$ cat config.mk
export PLATFORM = sky130hd
export DESIGN_NAME = mul_issuer
export DESIGN_NICKNAME = d
export VERILOG_FILES = /design/src/rtl/mul_issuer_pkg.sv /design/src/rtl/mul_shift_add.sv /design/src/rtl/mul_issuer.sv
export SDC_FILE = /design/constraint.sdc
export NUM_CORES = 1
export LEC_CHECK = 0
export ABC_AREA = 1
export CAP_MARGIN = 20
export CORE_MARGIN = 2
export CORE_UTILIZATION = 35
export CTS_BUF_LIST = sky130_fd_sc_hd__clkbuf_8
export DETAILED_ROUTE_END_ITERATION = 10
export PLACE_DENSITY = 0.62
export RECOVER_POWER = 50
export SLEW_MARGIN = 10
export SYNTH_ARGS = -nofsm -noshare
export SYNTH_HDL_FRONTEND = slang
export SYNTH_SLANG_ARGS = --single-unit
$ cat constraint.sdc
create_clock -name clk -period 2.2 [get_ports clk]
set_input_delay 0.44 -clock clk [delete_from_list [all_inputs] [get_ports clk]]
set_output_delay 0.44 -clock clk [all_outputs]
set_load 0.02 [all_outputs]
$ cat src/rtl/mul_issuer_pkg.sv
// rtl/mul_issuer_pkg.sv - shared states and constants for the shift-add multiplier issuer
package mul_issuer_pkg;

    typedef enum logic [2:0] {
        S_IDLE = 3'd0,
        S_CLR  = 3'd1,
        S_RUN  = 3'd2,
        S_WAIT = 3'd3,
        S_DONE = 3'd4
    } state_t;

    // Default shift-add iteration count (one per multiplier bit)
    localparam int MUL_ITER    = 32;
    // Maximum RUN+WAIT cycles before the control-unit handshake is declared failed
    localparam int MUL_TIMEOUT = 63;
    // Cycles ctrl_rst is held so the control unit's negedge logic sees its reset
    localparam int CLR_LEN     = 2;

    localparam int STEP_W = 6;
    localparam int CYC_W  = 7;

endpackage

$ cat src/rtl/mul_shift_add.sv
// rtl/mul_shift_add.sv - 65-bit shift-add accumulator producing an unsigned 32x32 product
module mul_shift_add (
    input  logic        clk,
    input  logic        rst_n,
    input  logic        load,
    input  logic        step,
    input  logic [31:0] A,
    input  logic [31:0] B,
    output logic [64:0] acc
);

    logic [64:0] r_acc;
    logic [32:0] w_sum;
    logic [64:0] w_acc_next;

    // One step: conditionally add A into the upper half, then shift right keeping the carry bit
    always_comb begin
        w_sum      = {1'b0, r_acc[63:32]} + {1'b0, A};
        w_acc_next = r_acc;
        if (load) begin
            w_acc_next = {33'b0, B};
        end else if (step) begin
            if (r_acc[0]) begin
                w_acc_next = {1'b0, w_sum, r_acc[31:1]};
            end else begin
                w_acc_next = {1'b0, r_acc[64:1]};
            end
        end
    end

    // Accumulator register
    always_ff @(posedge clk or negedge rst_n) begin
        if (!rst_n) begin
            r_acc <= '0;
        end else begin
            r_acc <= w_acc_next;
        end
    end

    assign acc = r_acc;

endmodule

$ cat src/rtl/mul_issuer.sv
// rtl/mul_issuer.sv - multiplier issuer FSM with external iteration-count control handshake
module mul_issuer
    import mul_issuer_pkg::*;
#(
    parameter int ITER    = MUL_ITER,
    parameter int TIMEOUT = MUL_TIMEOUT
) (
    input  logic        clk,
    input  logic        rst_n,
    input  logic        in_valid,
    output logic        in_ready,
    input  logic [31:0] multiplicand,
    input  logic [31:0] multiplier,
    output logic        ctrl_rst,
    output logic        counting,
    input  logic        ctrl_ready,
    output logic        out_valid,
    input  logic        out_ready,
    output logic [63:0] product,
    output logic        err
);

    localparam logic [STEP_W-1:0] LAST_STEP = STEP_W'(ITER - 1);
    localparam logic [CYC_W-1:0]  LAST_CYC  = CYC_W'(TIMEOUT - 1);
    localparam logic [1:0]        LAST_CLR  = 2'(CLR_LEN - 1);

    state_t              r_state;
    state_t              w_next;
    logic [31:0]         r_a;
    logic [STEP_W-1:0]   r_step;
    logic [CYC_W-1:0]    r_cyc;
    logic [1:0]          r_clr;
    logic                r_err;
    logic                r_ctrl_rst;
    logic                w_accept;
    logic                w_timeout;
    logic [64:0]         w_acc;
    logic                w_unused_msb;

    assign w_accept  = (r_state == S_IDLE) && in_valid;
    assign w_timeout = (r_cyc >= LAST_CYC);

    // Next-state logic
    always_comb begin
        w_next = r_state;
        case (r_state)
            S_IDLE: if (in_valid)            w_next = S_CLR;
            S_CLR:  if (r_clr == LAST_CLR)   w_next = S_RUN;
            S_RUN:  if (r_step == LAST_STEP) w_next = S_WAIT;
            S_WAIT: if (ctrl_ready || w_timeout) w_next = S_DONE;
            S_DONE: if (out_ready)           w_next = S_IDLE;
            default:                         w_next = S_IDLE;
        endcase
    end

    // State register; ctrl_rst is registered so it is high out of reset and exactly during CLR
    always_ff @(posedge clk or negedge rst_n) begin
        if (!rst_n) begin
            r_state    <= S_IDLE;
            r_ctrl_rst <= 1'b1;
        end else begin
            r_state    <= w_next;
            r_ctrl_rst <= (w_next == S_CLR);
        end
    end

    // Operand latch, counters and error flag
    always_ff @(posedge clk or negedge rst_n) begin
        if (!rst_n) begin
            r_a    <= '0;
            r_step <= '0;
            r_cyc  <= '0;
            r_clr  <= '0;
            r_err  <= 1'b0;
        end else begin
            case (r_state)
                S_IDLE: begin
                    if (w_accept) begin
                        r_a    <= multiplicand;
                        r_step <= '0;
                        r_cyc  <= '0;
                        r_clr  <= '0;
                        r_err  <= 1'b0;
                    end
                end
                S_CLR: r_clr <= r_clr + 2'd1;
                S_RUN: begin
                    r_step <= r_step + 1'b1;
                    r_cyc  <= r_cyc + 1'b1;
                    // Ready before all steps are done means the control unit miscounted
                    if (ctrl_ready) begin
                        r_err <= 1'b1;
                    end
                end
                S_WAIT: begin
                    r_cyc <= r_cyc + 1'b1;
                    if (!ctrl_ready && w_timeout) begin
                        r_err <= 1'b1;
                    end
                end
                default: ;
            endcase
        end
    end

    mul_shift_add u_acc (
        .clk   (clk),
        .rst_n (rst_n),
        .load  (w_accept),
        .step  (r_state == S_RUN),
        .A     (r_a),
        .B     (multiplier),
        .acc   (w_acc)
    );

    assign w_unused_msb = w_acc[64];
    assign in_ready     = (r_state == S_IDLE);
    assign counting     = (r_state == S_RUN) || (r_state == S_WAIT);
    assign out_valid    = (r_state == S_DONE);
    assign ctrl_rst     = r_ctrl_rst;
    assign product      = w_acc[63:0];
    assign err          = r_err;

endmodule

==> reports/results.txt <==
CP Depth -> 11
asr flop ratio synth -> 100%
share of cells above drive strength 1 -> 5.84%
worst clock skew -> 0.0157 ns
Tcrit/Tclk final -> 94.2%
VDD IR max -> 0.680 mV
largest net degree at the start of global routing -> 40
Worst R2R Path Depth -> 11
max_cap viols -> 0
CP endpoint -> u_acc.acc[49]$_DFFE_PN0P_
GP Congestion -> 0.921
CTS root buffer -> clkbuf_8
R2R Setup Slk -> 0.13 ns
Tot GR Track Use -> 20.3%
RSZ-0062 raised after global routing -> no
Pleak -> 5.15 nW
Die Y -> 152 µm
vias per inst -> 4.66
number of enable flip-flop cells after synthesis -> 0
row count -> 53
DIE AREA -> 23000 µm²
CP startpoint kind -> flip-flop
FMAX -> 483 MHz
Req. time, crit path -> 2.52 ns
met1 global-route usage -> 26.6%
CP top delay family -> simple AND/OR/NAND/NOR gates
initial DRC count -> 345
Seq cells post-synth -> 116
fillers -> 2269
Top Usage Layer GRT -> met2
status -> finished clean
Via Count -> 7422
first-pass GRT wire length -> 36500 µm
post-synth top area share -> 37.8%
mapped cell area -> 7620 µm²
Syn Area/Cell -> 6.59 µm²
dominant cell type by area after synthesis -> dfrtp_1
Critical Path Most Common Cell -> nand2_1
CP arrival -> 2.39 ns
Setup Buffers After CTS -> 0
Fin Setup TNS -> 0 ns
pwr/cell area -> 1270 nW/µm²
hold crit path type -> reg2reg
met3 usage -> 5.45%
reg2reg end -> u_acc.acc[49]$_DFFE_PN0P_
Slowest cell on crit path -> dfrtp_1
Die Wd -> 152 µm
GRT overflow -> 0
port bufs -> 137
Slew HR -> 47.6%
Boundary Pins -> 138
Total Power -> 12.4 mW
Gate Count Post-Synth -> 1156
clock sink count -> 116
Setup crit start -> u_acc.acc[32]$_DFFE_PN0P_
Slew @ Worst Pin -> 0.786 ns
number of global-route vias before repair -> 7294
register area share after synthesis -> 38.1%
count of final setup violators -> 0
CP Buf/Inv Count -> 1
Initial Utilization -> 35.9%
# H-tree levels -> 4
Wirelength per Cell -> 14.1 µm
Slew Limit Fails -> 0
CP Class -> reg2reg
Final Hold Viols -> 0
Area Overhead vs Synth -> 27.6%
placed cell area -> 9370 µm²
Worst-path clk slew -> 0.08 ns
Nets -> 1411
CTS tree -> done
Final min period -> 2.07 ns
largest cells by area after synthesis -> dfrtp_1 38%, nand2_1 24%, inv_1 7.9%
library cells used by synthesis -> 41
crit-path max FO -> 4
Post-DRT Antenna Nets -> 0
worst hold slack -> 0.493 ns
Util after Layout -> 45.8%
met2 usage -> 33.3%
clk buf depth -> 2
Net Count, Synth -> 1262
fin area -> 9720 µm²
CP endpoint kind -> flip-flop
Clock Latency Late Sink -> 0.45 ns
Hold Path Origin -> r_a[14]$_DFFE_PN0P_
HPWL Detailed -> 16900 µm
post-route DRC violation count -> 0
Synth Warn # -> 0
Core Area -> 21200 µm²
total wire length -> 22400 µm
drt first pass iters -> 5
initial antenna violation count -> 0
Num CTS Buffers -> 17
CP cell instances -> ha_2 -> fa_1 -> buf_4 -> nand3_1 -> nand3b_1 -> nand2_1 -> nand2_1 -> nand2_1 -> nand3_1 -> nand2_1 -> o21ai_1
max incr delay on CP -> 0.41 ns
ant diodes -> 0
reg2reg start -> u_acc.acc[32]$_DFFE_PN0P_
Synth Flop Type -> dfrtp_1
logic make-up after synthesis:
group | share of synthesized area, %
simple gates | 36.5
buf+inv | 10.5
flops | 38.1
compound gates | 7.47
fa+ha+maj | 6.17
xor+xnor | 1.26
cell usage in the layout, fill, tap and decap left out, types with 2 or more instances in the layout:
cell type,Yosys,final
clkinvlp_4,0,3
nand2_2,4,4
nand2_1,491,491
o21ai_1,20,20
inv_4,2,2
buf_4,1,16
inv_6,0,3
clkbuf_8,0,18
xor2_1,10,10
clkdlybuf4s50_1,0,133
clkbuf_4,0,2
clkbuf_2,0,4
clkinv_4,0,4
nand3_1,84,83
clkinv_2,0,3
and2_1,4,4
o31ai_1,4,4
o211ai_1,2,2
a21oi_1,38,37
nor3_1,7,7
a31oi_1,2,2
o21bai_1,3,3
dfrtp_1,115,115
inv_1,160,162
nand3b_1,2,2
o21ai_0,29,29
nor2_1,89,88
nand3_2,1,2
nor2_2,3,5
o22ai_1,2,2
ha_1,36,35
dlygate4sd2_1,0,3
cells in the mapped netlist, types with 2 or more instances:
| cell | n |
|---|---|
| buf_2 | 19 |
| nand3_1 | 84 |
| nor2_2 | 3 |
| xor2_1 | 10 |
| nand2_2 | 4 |
| inv_1 | 160 |
| o31ai_1 | 4 |
| dfrtp_1 | 115 |
| a31oi_1 | 2 |
| inv_4 | 2 |
| buf_6 | 3 |
| o21ai_1 | 20 |
| nand2_1 | 491 |
| a21oi_1 | 38 |
| o211ai_1 | 2 |
| nand3b_1 | 2 |
| ha_1 | 36 |
| inv_2 | 3 |
| nor3_1 | 7 |
| o21ai_0 | 29 |
| o21bai_1 | 3 |
| and2_1 | 4 |
| o22ai_1 | 2 |
| clkbuf_1 | 8 |
| nor2_1 | 89 |
metrics by stage:
step | std cells | worst slack [ns]
2_1_floorplan | 1156 | 0.113
3_3_place_gp | 1560 | 0.153
3_5_place_dp | 1560 | 0.0660
4_1_cts | 1593 | 0.0424
5_1_grt | 1593 | 0.000327
6_report | 1593 | 0.128
registers in the layout (all words and copies together), names as in the netlist:
register / flops
ctrl_rst: 1
err: 1
r_a: 32
r_clr: 2
r_cyc: 7
r_state: 3
r_step: 6
u_acc.acc: 64
tightest hold or removal path, stage by stage, from the launching register on:
cell     delay (ns)
dfrtp_1        0.35
nand2_1        0.06
nand2_1        0.06
area by class of cell:
cell class              count  area (µm²)  area share, %
well taps                 275         344           3.54
clock buffers              18         248           2.55
flip-flops and latches    116        2900           29.9
multi-input cells         842        3920           40.3
repair buffers            162        1550           16.0
inverters                 166         628           6.46
clock inverters            14         129           1.33
what timing repair did:
| action | CTS | global route |
|---|---|---|
| resized for setup | 3 | 5 |
| hold buffers | 1 | 0 |
| hold endpoints to repair | 26 | 0 |
| setup endpoints to repair | 3 | 12 |
| cloned | 0 | 0 |
worst min-delay path by stage:
stage	to	slack (ns)	cells past startpoint
6_report	r_a[14]$_DFFE_PN0P_	0.49	2
5_1_grt	r_a[29]$_DFFE_PN0P_	0.50	3
4_1_cts	r_cyc[2]$_DFFE_PN0P_	0.45	2
3_5_place_dp	r_state[1]$_DFF_PN0_	0.41	1
3_3_place_gp	err$_DFFE_PN0P_	0.41	1
2_1_floorplan	err$_DFFE_PN0P_	0.14	0
report_power, final:
part	total, mW	switching (mW)	internal [mW]
Combinational	6.80	4.23	2.57
Clock	1.93	0.998	0.930
Sequential	3.66	0.694	2.96
Total	12.4	5.92	6.46
per-layer routing:
metal / routed length, µm / vias to the layer above
met3: 1230 / 28
met4: 388 / 0
met5: 0 / -
met1: 10500 / 3382
met2: 10300 / 151
li1: - / 3861
(Power assumes the default switching activity.)
